### src/rtl/muldiv_seq.sv
// Iterative MULT/DIV sequencer owning the HI/LO pair.
// One bit per cycle, then a sign-fixup cycle that writes HI/LO.
module muldiv_seq #(
  parameter int DATA_WIDTH = 32,
  parameter int CTRL_WIDTH = 6,
  parameter int CNT_WIDTH  = 6
) (
  input  logic                  clk,
  input  logic                  rst,
  input  logic                  valid,
  input  logic [CTRL_WIDTH-1:0] ctrl,
  input  logic [DATA_WIDTH-1:0] rs_data,
  input  logic [DATA_WIDTH-1:0] rt_data,
  output logic [DATA_WIDTH-1:0] result,
  output logic [DATA_WIDTH-1:0] hi_out,
  output logic [DATA_WIDTH-1:0] lo_out,
  output logic                  busy,
  output logic                  stall,
  output logic                  done
);
  localparam int W = DATA_WIDTH;

  localparam logic [CTRL_WIDTH-1:0] F_MFHI  = CTRL_WIDTH'('h10);
  localparam logic [CTRL_WIDTH-1:0] F_MTHI  = CTRL_WIDTH'('h11);
  localparam logic [CTRL_WIDTH-1:0] F_MFLO  = CTRL_WIDTH'('h12);
  localparam logic [CTRL_WIDTH-1:0] F_MTLO  = CTRL_WIDTH'('h13);
  localparam logic [CTRL_WIDTH-1:0] F_MULT  = CTRL_WIDTH'('h18);
  localparam logic [CTRL_WIDTH-1:0] F_MULTU = CTRL_WIDTH'('h19);
  localparam logic [CTRL_WIDTH-1:0] F_DIV   = CTRL_WIDTH'('h1A);
  localparam logic [CTRL_WIDTH-1:0] F_DIVU  = CTRL_WIDTH'('h1B);

  typedef enum logic [1:0] {
    S_IDLE, S_MUL, S_DIV, S_FIX
  } state_t;

  state_t r_state, w_next;

  logic [W-1:0]   r_hi, r_lo, r_a, r_b;
  logic [2*W-1:0] r_acc;
  logic [CNT_WIDTH-1:0] r_cnt;
  logic r_sa, r_sb, r_div, r_dz, r_done;

  logic w_is_mul, w_is_div, w_is_md, w_is_hilo;
  logic w_busy, w_start, w_last, w_sgn, w_sa, w_sb;
  logic [W-1:0] w_abs_a, w_abs_b, w_q, w_r;
  logic [W:0]   w_add, w_rsh, w_sub;
  logic [2*W-1:0] w_mul_nxt, w_div_nxt;

  assign w_is_mul  = (ctrl == F_MULT) | (ctrl == F_MULTU);
  assign w_is_div  = (ctrl == F_DIV) | (ctrl == F_DIVU);
  assign w_is_md   = w_is_mul | w_is_div;
  assign w_is_hilo = w_is_md | (ctrl == F_MFHI) | (ctrl == F_MTHI)
                   | (ctrl == F_MFLO) | (ctrl == F_MTLO);

  assign w_busy  = (r_state != S_IDLE);
  assign w_start = valid & ~w_busy & w_is_md;
  assign w_last  = (r_cnt == CNT_WIDTH'(W - 1));

  assign w_sgn   = (ctrl == F_MULT) | (ctrl == F_DIV);
  assign w_sa    = w_sgn & rs_data[W-1];
  assign w_sb    = w_sgn & rt_data[W-1];
  assign w_abs_a = w_sa ? -rs_data : rs_data;
  assign w_abs_b = w_sb ? -rt_data : rt_data;

  // Shift-add: low half holds the unconsumed multiplier bits.
  assign w_add = {1'b0, r_acc[2*W-1:W]}
               + (r_acc[0] ? {1'b0, r_a} : {(W+1){1'b0}});
  assign w_mul_nxt = {w_add, r_acc[W-1:1]};

  // Restoring divide: upper half is remainder, lower half quotient.
  assign w_rsh = r_acc[2*W-1:W-1];
  assign w_sub = w_rsh - {1'b0, r_b};
  assign w_div_nxt = w_sub[W]
                   ? {w_rsh[W-1:0], r_acc[W-2:0], 1'b0}
                   : {w_sub[W-1:0], r_acc[W-2:0], 1'b1};

  assign w_q = r_acc[W-1:0];
  assign w_r = r_acc[2*W-1:W];

  always_ff @(posedge clk) begin
    if (rst) r_state <= S_IDLE;
    else     r_state <= w_next;
  end

  always_comb begin
    w_next = r_state;
    case (r_state)
      S_IDLE: if (w_start) w_next = w_is_div ? S_DIV : S_MUL;
      S_MUL:  if (w_last) w_next = S_FIX;
      S_DIV:  if (w_last) w_next = S_FIX;
      S_FIX:  w_next = S_IDLE;
      default: w_next = S_IDLE;
    endcase
  end

  always_ff @(posedge clk) begin
    if (rst) begin
      r_hi   <= '0;
      r_lo   <= '0;
      r_a    <= '0;
      r_b    <= '0;
      r_acc  <= '0;
      r_cnt  <= '0;
      r_sa   <= 1'b0;
      r_sb   <= 1'b0;
      r_div  <= 1'b0;
      r_dz   <= 1'b0;
      r_done <= 1'b0;
    end else begin
      r_done <= (r_state == S_FIX);
      case (r_state)
        S_IDLE: begin
          if (w_start) begin
            r_a   <= w_abs_a;
            r_b   <= w_abs_b;
            r_sa  <= w_sa;
            r_sb  <= w_sb;
            r_div <= w_is_div;
            r_dz  <= (w_abs_b == '0);
            r_cnt <= '0;
            r_acc <= {{W{1'b0}}, w_is_div ? w_abs_a : w_abs_b};
          end
          if (valid & (ctrl == F_MTHI)) r_hi <= rs_data;
          if (valid & (ctrl == F_MTLO)) r_lo <= rs_data;
        end
        S_MUL: begin
          r_acc <= w_mul_nxt;
          r_cnt <= r_cnt + 1'b1;
        end
        S_DIV: begin
          r_acc <= w_div_nxt;
          r_cnt <= r_cnt + 1'b1;
        end
        S_FIX: begin
          if (r_div) begin
            // Negating |rs| restores the original dividend on divide by zero.
            r_hi <= r_sa ? -w_r : w_r;
            r_lo <= r_dz ? '1 : ((r_sa ^ r_sb) ? -w_q : w_q);
          end else begin
            {r_hi, r_lo} <= (r_sa ^ r_sb) ? -r_acc : r_acc;
          end
        end
        default: ;
      endcase
    end
  end

  assign busy   = w_busy;
  assign stall  = valid & w_busy & w_is_hilo;
  assign done   = r_done;
  assign hi_out = r_hi;
  assign lo_out = r_lo;

  always_comb begin
    result = '0;
    if (valid & ~stall & (ctrl == F_MFHI)) result = r_hi;
    if (valid & ~stall & (ctrl == F_MFLO)) result = r_lo;
  end
endmodule

### config.mk
export PLATFORM = sky130hd
export DESIGN_NAME = muldiv_seq
export DESIGN_NICKNAME = d
export VERILOG_FILES = /design/src/rtl/muldiv_seq.sv
export SDC_FILE = /design/constraint.sdc
export NUM_CORES = 1
export LEC_CHECK = 0
export CAP_MARGIN = 10
export CORE_ASPECT_RATIO = 1.2
export CORE_MARGIN = 1.5
export CORE_UTILIZATION = 35
export DETAILED_ROUTE_END_ITERATION = 10
export DONT_BUFFER_PORTS = 1
export PLACE_DENSITY = 0.58
export SLEW_MARGIN = 20
export SYNTH_ARGS = -nofsm -noshare
export SYNTH_HDL_FRONTEND = slang
export SYNTH_SLANG_ARGS = --single-unit
### constraint.sdc
create_clock -name clk -period 4.4 [get_ports clk]
set_clock_uncertainty 0.1 [all_clocks]
set_input_delay 0.88 -clock clk [delete_from_list [all_inputs] [get_ports clk]]
set_output_delay 0.88 -clock clk [all_outputs]
set_load 0.005 [all_outputs]
==> summary.txt, run 1 <==
Finish
  – Nets@finish: 2290
  – Antenna diode count: 0
  – Total non-filler cell area in the finished layout: 0.0178 mm²
  – Area Growth Syn to Fin: 9.78%
  – Share of final-layout standard cells stronger than drive strength 1: 0.0811

Drt
  – Initial DRT Pass Iterations: 5
  – Iteration-0 DRC Markers: 1455
  – Post-DRT Antenna Nets: 0
  – Aggregate routed wire length: 66600 µm
  – Met1 Routed Length: 26800 µm
  – Via total after detailed routing: 16795
  – Highest metal layer with signal wires: met4
  – Wire length on met3: 4370 µm
  – Routed length on met2: 31900 µm
  – Residual DRC: 0
  – Via/cell ratio: 6.06
  – Mean routed wirelength per cell: 24.0 µm

Timing
  – Worst-Margin Slew: 1.15 ns
  – Slew HR: 0.231
  – RSZ-0062 raised after global routing: no
  – Setup-failing EPs final: 0
  – Fin. Hold Viols: 0
  – Maximum clock frequency: 246 MHz
  – Number of max-slew violations in the final report: 0
  – Period utilization: 0.923
  – Total negative slack: 0 ns
  – Worst hold margin: 0.352 ns
  – Final critical path time including I/O delays and setup: 4.06 ns

Critical path
  – Critical Path End Type: register
  – Cell breakdown of the critical path: inv_1, ha_1, fa_1, nand2b_1, a21oi_1, o21ai_1, a31oi_2, a41oi_2, o31ai_2, xor2_2, buf_4, buf_4, mux2_2, a22oi_1, o21ai_0
  – Endpoint of the worst register-to-register path: r_acc[40]$_SDFFE_PP0P_
  – Cell class contributing the biggest share of worst-path delay: compound AO/OA/AOI/OAI gates
  – Max Fanout on Critical Path: 6
  – Logic depth of the worst register-to-register path: 15
  – Arrival time of data at the critical path endpoint: 4.38 ns
  – Cell with the largest stage delay on the worst path: sky130_fd_sc_hd__o31ai_2
  – Startpoint type of the worst setup path: register
  – CP most frequent cell: sky130_fd_sc_hd__buf_4
  – Reg-to-reg startpoint: r_acc[31]$_SDFFE_PP0P_
  – Critical setup path kind: reg2reg
  – Required arrival time at the worst endpoint: 4.72 ns
  – Flop2flop setup slack: 0.34 ns
  – Number of buffer and inverter stages on the critical path: 3
  – Crit path largest cell delay: 0.45 ns

Yosys
  – Synthesis-stage register bit count: 205
  – Dominant register cell in the synthesized netlist: sky130_fd_sc_hd__dfxtp_1
  – Commonest cells post-synth: sky130_fd_sc_hd__nor2_1, sky130_fd_sc_hd__a21oi_1, sky130_fd_sc_hd__nand2_1
  – Synthesized Nets: 2344
  – Seq/Total Area, Yosys: 0.253
  – Leading area contributor after synthesis: sky130_fd_sc_hd__dfxtp_1
  – Top cell type's share of synthesized area: 0.253
  – Largest cells by area after synthesis: sky130_fd_sc_hd__dfxtp_1, sky130_fd_sc_hd__a21oi_1, sky130_fd_sc_hd__nor2_1
  – Library cell with the highest instance count after synthesis: sky130_fd_sc_hd__nor2_1
  – Post-synth design cell area: 0.0162 mm²
  – Yosys warning total: 0
  – Cells after synthesis: 2195
  – EDFF count, synth: 0
  – Fraction of synthesis flops using an asynchronous set or reset pin: 0
  – Average cell area after synthesis: 7.38 µm²
  – Count of cell types in the netlist: 77

Power and ir drop
  – Static Leakage: 6.71 nW
  – Max IR drop VDD: 0.539 mV
  – Pwr dens: 413 mW/mm²

Floorplanning
  – Die span in y: 239 µm
  – Full die area: 0.0476 mm²
  – Row Count: 86
  – Width of the die: 199 µm
  – Initial standard-cell utilization of the core: 0.353
  – Core area: 0.0458 mm²
  – I/O pin cnt: 172

Min path
  – HP Class: reg2reg
  – Startpoint of the tightest hold check path: r_a[24]$_SDFFE_PP0P_
  – Number of cells on the worst hold path: 2
  – Hold worst-path end: r_a[24]$_SDFFE_PP0P_

Clock network
  – Root cell of the clock tree: sky130_fd_sc_hd__clkbuf_16
  – Cts bufs inserted: 25
  – Post-CTS Hold Buffers: 0
  – Count of instances resized after the clock tree is built: 0
  – TritonCTS clock tree: yes
  – Clk pin slew, worst setup/hold paths: 0.06 ns
  – Post-CTS Setup Repair Bufs: 0
  – Source-to-sink clock delay at the later pin of the worst-skew pair: 0.55 ns
  – Maximum buffer depth of the clock tree: 3
  – H-tree lvl count: 1
  – Clock sink count: 205

Global routing
  – Via count of the first global-routing pass: 15604
  – Final global-route overflow total: 0
  – Aggregate global-route resource usage: 0.272
  – Antenna violations before repair: 0
  – Largest net degree at the start of global routing: 188
  – Wire length of the first global-routing pass: 97700 µm

Status
  – Status: finished, final reports clean

Place
  – Quantity of I/O buffers inserted on ports: 0
  – Half-perimeter wire length after placement: 51700 µm
  – DP Area: 0.0170 mm²
  – Routability-driven placement congestion ratio: 0.945

Job
  – # Max-Cap Violations: 0
-- registers in the layout, summed over array words and instances (netlist names) --
signal,cells
hi_out,32
lo_out,32
r_b,32
r_sa,1
r_cnt,6
r_acc,64
r_a,32
r_sb,1
r_div,1
r_state,2
done,1
r_dz,1
-- placed cells by master, fill, tap and decap left out, types with 20 or more instances in the layout --
cell	synthesis	layout
sky130_fd_sc_hd__a211oi_1	96	96
sky130_fd_sc_hd__a21o_1	33	33
sky130_fd_sc_hd__a21oi_1	233	232
sky130_fd_sc_hd__a22oi_1	21	21
sky130_fd_sc_hd__and2_1	41	41
sky130_fd_sc_hd__buf_4	3	79
sky130_fd_sc_hd__clkbuf_16	0	25
sky130_fd_sc_hd__dfxtp_1	205	205
sky130_fd_sc_hd__ha_1	74	71
sky130_fd_sc_hd__inv_1	69	69
sky130_fd_sc_hd__mux2i_1	53	53
sky130_fd_sc_hd__nand2_1	220	220
sky130_fd_sc_hd__nand3_1	57	57
sky130_fd_sc_hd__nor2_1	259	258
sky130_fd_sc_hd__nor3_1	43	43
sky130_fd_sc_hd__o211ai_1	24	24
sky130_fd_sc_hd__o21ai_0	81	81
sky130_fd_sc_hd__o31ai_1	20	20
sky130_fd_sc_hd__or3_1	21	21
sky130_fd_sc_hd__xnor2_1	88	86
sky130_fd_sc_hd__xor2_1	93	92
-- routing by layer --
layer | vias up | track usage
met3 | 157 | 0.0356
li1 | 7851 | -
met5 | - | 0
met4 | 0 | 0.132
met2 | 730 | 0.457
met1 | 8057 | 0.342
-- worst max-delay path by stage --
stage / cells past startpoint / slack (ns) / from / endpoint
finish: 15 / 0.34 / r_acc[31]$_SDFFE_PP0P_ / r_acc[40]$_SDFFE_PP0P_
global route: 15 / 0.15 / r_acc[31]$_SDFFE_PP0P_ / r_acc[36]$_SDFFE_PP0P_
CTS: 13 / 0.29 / r_acc[31]$_SDFFE_PP0P_ / r_acc[49]$_SDFFE_PP0P_
detailed placement: 13 / 0.32 / r_acc[31]$_SDFFE_PP0P_ / r_acc[49]$_SDFFE_PP0P_
global placement: 13 / 0.35 / r_acc[31]$_SDFFE_PP0P_ / r_acc[49]$_SDFFE_PP0P_
floorplan: 13 / 0.89 / r_acc[31]$_SDFFE_PP0P_ / r_acc[49]$_SDFFE_PP0P_
-- worst register-to-register path, cell delays in order (launching register included) --
cell                       delay (ns)
sky130_fd_sc_hd__dfxtp_1         0.40
sky130_fd_sc_hd__inv_1           0.09
sky130_fd_sc_hd__ha_1            0.23
sky130_fd_sc_hd__fa_1            0.39
sky130_fd_sc_hd__nand2b_1        0.20
sky130_fd_sc_hd__a21oi_1         0.26
sky130_fd_sc_hd__o21ai_1         0.20
sky130_fd_sc_hd__a31oi_2         0.37
sky130_fd_sc_hd__a41oi_2         0.24
sky130_fd_sc_hd__o31ai_2         0.45
sky130_fd_sc_hd__xor2_2          0.16
sky130_fd_sc_hd__buf_4           0.17
sky130_fd_sc_hd__buf_4           0.11
sky130_fd_sc_hd__mux2_2          0.32
sky130_fd_sc_hd__a22oi_1         0.17
sky130_fd_sc_hd__o21ai_0         0.10
-- cells by family after synthesis --
kind of cell,count (synthesis),synth area share
flops,205,0.253
simple gates,758,0.218
xor+xnor,181,0.0979
compound gates,690,0.281
fa+ha+maj,76,0.0597
buf+inv,229,0.0553
mux,56,0.0349
-- area by class of cell --
type / count / area (µm²)
well taps: 616 / 771
multi-input cells: 1761 / 11300
flip-flops and latches: 205 / 4100
clock buffers: 33 / 726
repair buffers: 79 / 593
inverters: 69 / 259
clock inverters: 10 / 65.1
fillers: 4907 / 28100
-- power by group --
| group | leakage (nW) | total, mW | switching (mW) | internal [mW] |
|---|---|---|---|---|
| combinational | 4.66 | 3.17 | 2.09 | 1.08 |
| sequential | 1.65 | 2.14 | 0.173 | 1.97 |
| clock | 0.400 | 2.03 | 0.874 | 1.16 |
-- per-stage QoR --
stage | worst slack, ns | power [mW] | utilization | instances
2_1_floorplan | 0.891 | 4.31 | - | 2195
6_report | 0.339 | 7.34 | 0.388 | 2773
5_1_grt | 0.149 | 7.69 | 0.388 | 2773
4_1_cts | 0.292 | 7.25 | 0.387 | 2770
3_3_place_gp | 0.355 | 5.21 | 0.370 | 2727
3_5_place_dp | 0.320 | 5.23 | 0.370 | 2727
Note: power is estimated with default switching activity, not from simulation.
==> run 2, diff against run 1 <==
--- a/config.mk
+++ b/config.mk
@@ -8,10 +8,10 @@
 export CAP_MARGIN = 10
 export CORE_ASPECT_RATIO = 1.2
 export CORE_MARGIN = 1.5
-export CORE_UTILIZATION = 35
+export CORE_UTILIZATION = 59
 export DETAILED_ROUTE_END_ITERATION = 10
 export DONT_BUFFER_PORTS = 1
-export PLACE_DENSITY = 0.58
+export PLACE_DENSITY = 0.84
 export SLEW_MARGIN = 20
 export SYNTH_ARGS = -nofsm -noshare
 export SYNTH_HDL_FRONTEND = slang
==> summary.txt, run 2 (synthesis results as in run 1) <==
Finish
  – Antenna diode count: 0
  – Area of all sequential standard cells: 0.00410 mm²
  – Combined area of the multi-input logic cells: 0.0113 mm²
  – Top register by number of flip-flops: r_acc
  – Share of final-layout standard cells stronger than drive strength 1: 0.0711
  – Nets@finish: 2271
  – Number of flip-flops in the largest register: 64
  – Fillcell total: 2424
  – Most common library cell in the layout ignoring fill and taps: sky130_fd_sc_hd__nor2_1
  – Final core utilization: 0.641
  – Area Growth Syn to Fin: 6.89%
  – Commonest cells after routing, fill and taps aside: sky130_fd_sc_hd__nor2_1, sky130_fd_sc_hd__a21oi_1, sky130_fd_sc_hd__nand2_1, sky130_fd_sc_hd__dfxtp_1, sky130_fd_sc_hd__a211oi_1

Clock network
  – Source-to-sink clock delay at the later pin of the worst-skew pair: 0.53 ns
  – Clock sink count: 205
  – Clk pin slew, worst setup/hold paths: 0.06 ns
  – TritonCTS clock tree: yes
  – Post-CTS Hold Buffers: 0
  – Maximum buffer depth of the clock tree: 3
  – Root cell of the clock tree: sky130_fd_sc_hd__clkbuf_16
  – Cts bufs inserted: 23
  – H-tree lvl count: 1
  – Post-CTS Setup Repair Bufs: 0
  – Count of instances resized after the clock tree is built: 0

Critical path
  – Startpoint type of the worst setup path: register
  – Required arrival time at the worst endpoint: 4.71 ns
  – Max Fanout on Critical Path: 12
  – Critical Path End Type: register
  – Arrival time of data at the critical path endpoint: 4.39 ns
  – Worst setup path startpoint: r_acc[31]$_SDFFE_PP0P_
  – Cell breakdown of the critical path: inv_1, ha_1, fa_1, nand2b_1, a21oi_1, o21ai_1, a31oi_2, a41oi_2, o31ai_4, xor2_2, buf_4, mux2_2, a22oi_1, o21ai_0
  – Critical setup path kind: reg2reg
  – Crit path largest cell delay: 0.43 ns
  – Reg-to-reg startpoint: r_acc[31]$_SDFFE_PP0P_
  – Number of buffer and inverter stages on the critical path: 2
  – Cell class contributing the biggest share of worst-path delay: compound AO/OA/AOI/OAI gates
  – Cell with the largest stage delay on the worst path: sky130_fd_sc_hd__fa_1

Floorplanning
  – Die span in y: 184 µm
  – Width of the die: 154 µm
  – Core area: 0.0270 mm²
  – I/O pin cnt: 172
  – Initial standard-cell utilization of the core: 0.600
  – Row Count: 66
  – Full die area: 0.0284 mm²

Place
  – Routability-driven placement congestion ratio: 1.03
  – Half-perimeter wire length after placement: 45300 µm
  – Quantity of I/O buffers inserted on ports: 0

Global routing
  – Largest net degree at the start of global routing: 188
  – Wire length of the first global-routing pass: 90000 µm
  – Via count of the first global-routing pass: 15833
  – Antenna violations before repair: 0
  – Aggregate global-route resource usage: 0.406
  – Final global-route overflow total: 0

Drt
  – Residual DRC: 0
  – Initial DRT Pass Iterations: 6
  – Post-DRT Antenna Nets: 0
  – Mean routed wirelength per cell: 24.0 µm
  – Iteration-0 DRC Markers: 2107
  – Via/cell ratio: 6.98
  – Aggregate routed wire length: 59400 µm
  – Via total after detailed routing: 17306

Timing
  – Fin. Hold Viols: 0
  – Slew HR: 0.266
  – Setup-failing EPs final: 0
  – Maximum clock frequency: 245 MHz
  – Period utilization: 0.928
  – RSZ-0062 raised after global routing: no
  – Worst-Margin Slew: 1.10 ns
  – Total negative slack: 0 ns
  – Number of max-slew violations in the final report: 0
  – Final critical path time including I/O delays and setup: 4.08 ns

Min path
  – Startpoint of the tightest hold check path: rst
  – HP Class: in2reg

Power and ir drop
  – Max IR drop VDD: 0.620 mV
  – Static Leakage: 6.61 nW
  – Pwr dens: 419 mW/mm²

Job
  – # Max-Cap Violations: 0

Status
  – Status: finished, final reports clean
## run 2: final cells by class
class | count | area share
multi-input combinational | 1761 | 0.652
clock buffer | 30 | 0.0365
tap | 340 | 0.0246
sequential | 205 | 0.237
timing repair buffer | 62 | 0.0269
clock inverter | 11 | 0.00817
inverter | 69 | 0.0150
## run 2: final timing paths
path	endpoint	slack, ns	cells past startpoint
worst min register to register	r_a[28]$_SDFFE_PP0P_	0.35	2
worst max-delay path	r_acc[58]$_SDFFE_PP0P_	0.32	14
worst min-delay path	r_b[10]$_SDFFE_PP0P_	0.34	1
worst max register to register	r_acc[58]$_SDFFE_PP0P_	0.32	14
## run 2: worst register-to-register path: stages, from the launching register on
cell	delay [ns]
sky130_fd_sc_hd__dfxtp_1	0.39
sky130_fd_sc_hd__inv_1	0.11
sky130_fd_sc_hd__ha_1	0.22
sky130_fd_sc_hd__fa_1	0.43
sky130_fd_sc_hd__nand2b_1	0.22
sky130_fd_sc_hd__a21oi_1	0.29
sky130_fd_sc_hd__o21ai_1	0.18
sky130_fd_sc_hd__a31oi_2	0.34
sky130_fd_sc_hd__a41oi_2	0.23
sky130_fd_sc_hd__o31ai_4	0.41
sky130_fd_sc_hd__xor2_2	0.24
sky130_fd_sc_hd__buf_4	0.23
sky130_fd_sc_hd__mux2_2	0.36
sky130_fd_sc_hd__a22oi_1	0.13
sky130_fd_sc_hd__o21ai_0	0.09
## run 2: per-layer routing
metal  vias to the layer above  routed length (µm)  GRT usage
met1                      8134               22000      0.490
met5                         -                   0          0
met2                      1084               27300      0.675
li1                       7804                   -          -
met4                         0                4450      0.243
met3                       284                5640     0.0759
## run 2: through the flow
stage               power, mW  cell area (µm²)  hold slack, ns  worst slack [ns]  instances
finish                   7.26            17300           0.336             0.318       2478
global route             7.53            17300           0.322            0.0183       2478
CTS                      7.11            17300           0.322             0.380       2478
detailed placement       5.11            16500           0.341             0.402       2437
global placement         5.07            16500           0.335             0.478       2437
floorplan                4.31            16200           0.332             0.891       2195
## run 2: report_power, final
part	switching [mW]	total, mW	internal, mW	leakage (nW)
combinational	2.03	3.08	1.05	4.58
sequential	0.183	2.15	1.97	1.65
clock	0.836	2.02	1.19	0.372
